<file path="src/rtl/mux_arb_pkg.sv">
// Shared types and constants for the round-robin mux arbiter.
package mux_arb_pkg;

    typedef enum logic [1:0] {
        IDLE    = 2'd0,
        GRANT_A = 2'd1,
        GRANT_B = 2'd2
    } arb_state_e;

    // Mux select encoding, also used to remember the last granted requester.
    localparam logic SEL_A = 1'b0;
    localparam logic SEL_B = 1'b1;

    localparam int unsigned DEFAULT_MAX_BURST = 4;

endpackage

</file>
<file path="src/rtl/mux_rr_arbiter_mux.sv">
// 2:1 byte mux of the shared datapath; sel_i picks A (SEL_A) or B (SEL_B).
module mux_rr_arbiter_mux
    import mux_arb_pkg::*;
#(
    parameter int unsigned WIDTH = 8
) (
    input  logic [WIDTH-1:0] a_i,
    input  logic [WIDTH-1:0] b_i,
    input  logic             sel_i,
    output logic [WIDTH-1:0] y_o
);

    // Pure combinational selection.
    always_comb begin
        y_o = (sel_i == SEL_B) ? b_i : a_i;
    end

endmodule

</file>
<file path="src/rtl/mux_rr_arbiter.sv">
// Round-robin arbiter sharing the 2:1 mux between two valid/ready requesters,
// with bursts of up to MAX_BURST beats per grant and a single output register.
module mux_rr_arbiter
    import mux_arb_pkg::*;
#(
    parameter int unsigned WIDTH     = 8,
    parameter int unsigned MAX_BURST = DEFAULT_MAX_BURST,
    parameter int unsigned CNT_W     = $clog2(MAX_BURST + 1)
) (
    input  logic             clk,
    input  logic             reset_n,
    input  logic [WIDTH-1:0] a_i,
    input  logic             a_valid_i,
    output logic             a_ready_o,
    input  logic [WIDTH-1:0] b_i,
    input  logic             b_valid_i,
    output logic             b_ready_o,
    output logic [WIDTH-1:0] y_o,
    output logic             y_valid_o,
    input  logic             y_ready_i,
    output logic             sel_o,
    output logic [1:0]       grant_o
);

    arb_state_e       state_q, state_d;
    logic             last_grant_q, last_grant_d;
    logic [CNT_W-1:0] burst_cnt_q, burst_cnt_d;
    logic [WIDTH-1:0] y_q;
    logic             y_valid_q;
    logic [WIDTH-1:0] mux_y;

    logic       out_free;
    logic       accept;
    logic       burst_last;
    logic       cur_valid;
    logic       other_valid;
    arb_state_e other_state;
    logic       other_sel;

    mux_rr_arbiter_mux #(
        .WIDTH (WIDTH)
    ) u_mux (
        .a_i   (a_i),
        .b_i   (b_i),
        .sel_i (sel_o),
        .y_o   (mux_y)
    );

    // Handshake and grant decode; ready depends on state and output stage only.
    always_comb begin
        sel_o       = (state_q == GRANT_B) ? SEL_B : SEL_A;
        grant_o     = {state_q == GRANT_B, state_q == GRANT_A};
        out_free    = !y_valid_q || y_ready_i;
        a_ready_o   = (state_q == GRANT_A) && out_free;
        b_ready_o   = (state_q == GRANT_B) && out_free;
        accept      = (a_valid_i && a_ready_o) || (b_valid_i && b_ready_o);
        burst_last  = (burst_cnt_q == CNT_W'(MAX_BURST - 1));
        cur_valid   = (state_q == GRANT_B) ? b_valid_i : a_valid_i;
        other_valid = (state_q == GRANT_B) ? a_valid_i : b_valid_i;
        other_state = (state_q == GRANT_B) ? GRANT_A : GRANT_B;
        other_sel   = (state_q == GRANT_B) ? SEL_A : SEL_B;
        y_o         = y_q;
        y_valid_o   = y_valid_q;
    end

    // Next-state: tie-break on last grant, burst counting and rotation.
    always_comb begin
        state_d      = state_q;
        last_grant_d = last_grant_q;
        burst_cnt_d  = burst_cnt_q;
        unique case (state_q)
            IDLE: begin
                if (a_valid_i && (!b_valid_i || last_grant_q == SEL_B)) begin
                    state_d      = GRANT_A;
                    last_grant_d = SEL_A;
                    burst_cnt_d  = '0;
                end else if (b_valid_i) begin
                    state_d      = GRANT_B;
                    last_grant_d = SEL_B;
                    burst_cnt_d  = '0;
                end
            end
            GRANT_A, GRANT_B: begin
                if (accept) begin
                    if (burst_last) begin
                        // Wrap; hand over only if the other side is waiting.
                        burst_cnt_d = '0;
                        if (other_valid) begin
                            state_d      = other_state;
                            last_grant_d = other_sel;
                        end
                    end else begin
                        burst_cnt_d = burst_cnt_q + 1'b1;
                    end
                end else if (!cur_valid) begin
                    // Dropping valid forfeits the rest of the burst.
                    burst_cnt_d = '0;
                    if (other_valid) begin
                        state_d      = other_state;
                        last_grant_d = other_sel;
                    end else begin
                        state_d = IDLE;
                    end
                end
                // Otherwise stalled by the consumer: hold everything.
            end
            default: begin
                state_d     = IDLE;
                burst_cnt_d = '0;
            end
        endcase
    end

    // Arbiter state registers; after reset A wins the first tie.
    always_ff @(posedge clk or negedge reset_n) begin
        if (!reset_n) begin
            state_q      <= IDLE;
            last_grant_q <= SEL_B;
            burst_cnt_q  <= '0;
        end else begin
            state_q      <= state_d;
            last_grant_q <= last_grant_d;
            burst_cnt_q  <= burst_cnt_d;
        end
    end

    // Output stage: load on accept, clear when drained with nothing new.
    always_ff @(posedge clk or negedge reset_n) begin
        if (!reset_n) begin
            y_q       <= '0;
            y_valid_q <= 1'b0;
        end else if (accept) begin
            y_q       <= mux_y;
            y_valid_q <= 1'b1;
        end else if (y_ready_i) begin
            y_valid_q <= 1'b0;
        end
    end

endmodule

</file>
<file path="config.mk">
export PLATFORM = sky130hd
export DESIGN_NAME = mux_rr_arbiter
export DESIGN_NICKNAME = d
export VERILOG_FILES = /design/src/rtl/mux_arb_pkg.sv /design/src/rtl/mux_rr_arbiter_mux.sv /design/src/rtl/mux_rr_arbiter.sv
export SDC_FILE = /design/constraint.sdc
export NUM_CORES = 1
export LEC_CHECK = 0
export ABC_AREA = 1
export BUFFER_PORTS_ARGS = -buffer_cell sky130_fd_sc_hd__buf_2
export CORE_UTILIZATION = 51
export DETAILED_ROUTE_END_ITERATION = 6
export GPL_ROUTABILITY_DRIVEN = 1
export PLACE_DENSITY = 0.85
export SYNTH_ARGS = -nofsm -noshare
export SYNTH_HDL_FRONTEND = slang
export SYNTH_SLANG_ARGS = --single-unit
export TNS_END_PERCENT = 20
</file>
<file path="constraint.sdc">
create_clock -name clk -period 2.3 [get_ports clk]
set_input_delay 0.23 -clock clk [delete_from_list [all_inputs] [get_ports clk]]
set_output_delay 0.23 -clock clk [all_outputs]
set_load 0.1 [all_outputs]
</file>
==> out/results.txt <==
By area the synthesized netlist is led by sky130_fd_sc_hd__dfrtp_1 37%, sky130_fd_sc_hd__nand2_1 15%, sky130_fd_sc_hd__ha_1 6.6%. The smallest hold slack came out at 189 ps. The worst setup path is captured at a primary output.

Critical path's largest stage delay: 430 ps. Worst-path cell with the longest stage delay: sky130_fd_sc_hd__dfrtp_1. The run gives 2 as the clock tree buffer depth. Number of diodes added for antenna fixing: 0. For this block, the initial DRC count from the detailed router was 20. Measured along the y axis, the die boundary spans 45.0 microns.

A synthesized cell averages 7.50 sq um. The number of enable-type register cells in the synthesized netlist works out to 0. Across all register-to-register paths, the minimum setup slack is 500 ps.

At the later pin of the worst-skew pair, clock insertion delay measures 290 ps. After clock tree synthesis, the clock-pin slew on the worst setup and hold paths is 100 ps. Setup repair after global routing left no endpoint under its margin. Together, buffers and inverters on the worst path number 3.

The post-route clock period utilization was 0.926; the number of buffers inserted during clock tree synthesis was 3. The number of buffers inserted for hold repair after clock tree synthesis came out at 1. For the area of the multi-input gates, the log shows 487 sq um.

The critical path goes through inv_1 > ha_2 > inv_2 > a21oi_2 > buf_2. The number of nets handed over by synthesis was 152. The most common cell after layout, fill and taps aside was sky130_fd_sc_hd__nand2_1. The logs give 23 for the number of distinct library cell variants in the gate-level netlist after synthesis and 0.399 for the register area share after synthesis. For the tightest slew margin relative to the limit, the log shows 0.676. In this run the critical register-to-register path is launched from state_q[0]. For hold timing, the worst endpoint is y_o[5].

The via count of the first global-routing pass was 846. Detailed placement ended at an HPWL of 1.52 mm. The number of slew-limit violations in the final report came out at 0. The count of clock tree sinks was 15. Port buffering added 34 buffers. Global routing finished with a remaining overflow of 0. The worst hold path begins at a_i[5].

The run gives 142 as the number of fill cells. On the final layout, the worst clock skew is 15.2 ps. The total number of nets in the final design came out at 188. The number of H-tree branching levels is 1.

Wires add up to 1.97 mm. The logs give 0 for the final count of hold timing violations and 0.224 for the global router's overall resource usage. The core area is 1730 sq um, and the number of warnings issued by yosys is 0. Counting instances, the worst hold path has a depth of 3. For the number of post-CTS setup repair buffers, the log shows 0.

In this run the worst hold path is classified as input port to flip-flop. The tools report the number of placement rows as 15. The run gives 0 as the number of antenna violations at the first check in global routing.

First-pass iteration count of the detailed router: 4. For the pin with the worst max-slew slack, the measured transition is 490 ps. The post-synthesis to final-layout area growth was 22.9%; the share of the synthesized area in the top cell type was 0.371. Cell accounting for the most synthesized area: sky130_fd_sc_hd__dfrtp_1.

The kind of cell with the highest combined delay along the critical path is buffers and inverters. The total number of vias is 910, and the fraction of final layout cells with drive strength greater than 1 is 0.342. The initial core utilization came out at 0.547.

The run gives 0.672 as the core utilization of the finished layout. For the global placement routability congestion, the log shows 0.862. The cell count after synthesis came out at 126. The post-placement setup slack came out at 503 ps. TritonCTS built the clock tree. The number of design rule violations left after detail routing is 0.

The largest fanout on the critical path is 16, and the final worst slack is 171 ps. The root buffer cell was sky130_fd_sc_hd__clkbuf_4. The worst register-to-register path ends at state_q[1]. Gates resized during post-CTS repair numbered 0. The setup violation total in the final timing report was 0. The area taken by flip-flops and latches was 377 sq um; the die outline area was 2030 sq um. For the number of maximum-capacitance violations, the log shows 0. The clock period minus worst slack came out at 2130 ps. The count of nets left with antenna violations once routing finished came out at 0. During I/O placement, the number of pins put on the boundary was 35. Nature of the critical path startpoint: a flip-flop. In this run the cell area of the synthesized design comes to 945 sq um. At the worst endpoint, the arrival time is 1900 ps. The setup path with the least slack is of type flip-flop to primary output. The worst register-to-register path has a depth of 11. The run finished with clean final reports. For the worst setup path, the data required time is 2070 ps. The library cells used most frequently in the layout, excluding fill and tap cells, are 38 x sky130_fd_sc_hd__nand2_1, 34 x sky130_fd_sc_hd__buf_2, 14 x sky130_fd_sc_hd__nor2_1, 14 x sky130_fd_sc_hd__dfrtp_1, 10 x sky130_fd_sc_hd__nand3_1. The wire length per cell is 10.6 microns. Highest achievable clock rate: 470 MHz. Using the TritonRoute via totals, the vias-per-cell ratio works out to 4.89. After synthesis the netlist holds a flip-flop and latch count of 15.

For this run, the leading register cell type out of synthesis is sky130_fd_sc_hd__dfrtp_1. Width of the die: 45.0 microns. In the final timing run, aggregate negative setup slack is 0 ps.

Entering global routing, the biggest net connects 17 pins. For the first-pass GRT wire length, the log shows 3.33 mm. The proportion of synthesized flip-flops having asynchronous set or reset works out to 1.00.
## metal layers
| layer | wire, microns | track usage |
|---|---|---|
| met1 | 894 | 0.268 |
| met2 | 961 | 0.406 |
| met3 | 98 | 0.0360 |
| met4 | 18 | 0.0727 |
| met5 | 0 | 0 |
## worst max path at each step
stage                           from         to  slack (ps)  cells after the start
final                     state_q[0]  b_ready_o         170                      5
after global routing      state_q[0]  b_ready_o          60                      5
after CTS                 state_q[0]  b_ready_o         170                      5
after detailed placement  state_q[0]  b_ready_o         500                      5
after global placement    state_q[0]  b_ready_o         530                      5
after floorplan           state_q[0]  b_ready_o         -40                      5
## kinds of logic (layout without fill, tap and decap cells)
group / after synthesis / in the layout / share of synthesized area
adders and majority gates: 5 / 5 / 0.0662
DFF: 15 / 15 / 0.399
and+or+nand+nor: 71 / 71 / 0.327
buffers and inverters: 19 / 54 / 0.105
AOI/OAI and AO/OA: 16 / 16 / 0.103
## flip-flops by register name, indices dropped and copies added, names as in the netlist
register / cells
y_o: 8
burst_cnt_q: 3
state_q: 2
last_grant_q: 1
y_valid_o: 1
## layout make-up
class,count,share of cell area
Tap cell,25,0.0269
Multi-Input combinational cell,92,0.419
Clock buffer,4,0.0226
Timing Repair Buffer,36,0.162
Inverter,14,0.0453
Sequential cell,15,0.324
## metrics by stage
step | cells | cell area, sq um
floorplan | 126 | 962
global placement | 181 | 1120
detailed placement | 181 | 1120
CTS | 186 | 1160
global route | 186 | 1160
finish | 186 | 1160
## worst register-to-register path, stage by stage (launching register included)
cell	delay [ps]
sky130_fd_sc_hd__dfrtp_1	430
sky130_fd_sc_hd__inv_1	100
sky130_fd_sc_hd__ha_2	360
sky130_fd_sc_hd__inv_2	170
sky130_fd_sc_hd__nand3_1	100
sky130_fd_sc_hd__nand2_1	50
sky130_fd_sc_hd__nand3_1	70
sky130_fd_sc_hd__nand2_1	110
sky130_fd_sc_hd__inv_1	110
sky130_fd_sc_hd__nand2_1	80
sky130_fd_sc_hd__nand2_1	60
sky130_fd_sc_hd__nand2_1	50
## Yosys cell counts (2+ instances only)
library cell              count
sky130_fd_sc_hd__a31oi_1      8
sky130_fd_sc_hd__inv_2        5
sky130_fd_sc_hd__o21ai_0      2
sky130_fd_sc_hd__nand2_1     38
sky130_fd_sc_hd__o21ai_1      2
sky130_fd_sc_hd__nand3_2      2
sky130_fd_sc_hd__buf_6        3
sky130_fd_sc_hd__dfrtp_1     14
sky130_fd_sc_hd__nand3_1     10
sky130_fd_sc_hd__nor2_1      14
sky130_fd_sc_hd__ha_1         5
sky130_fd_sc_hd__inv_1        9
sky130_fd_sc_hd__nand2_2      4
Power is left out: the tool's default activity adds up to more than one toggle a clock period on the data nets, which glitch-free logic cannot reach.
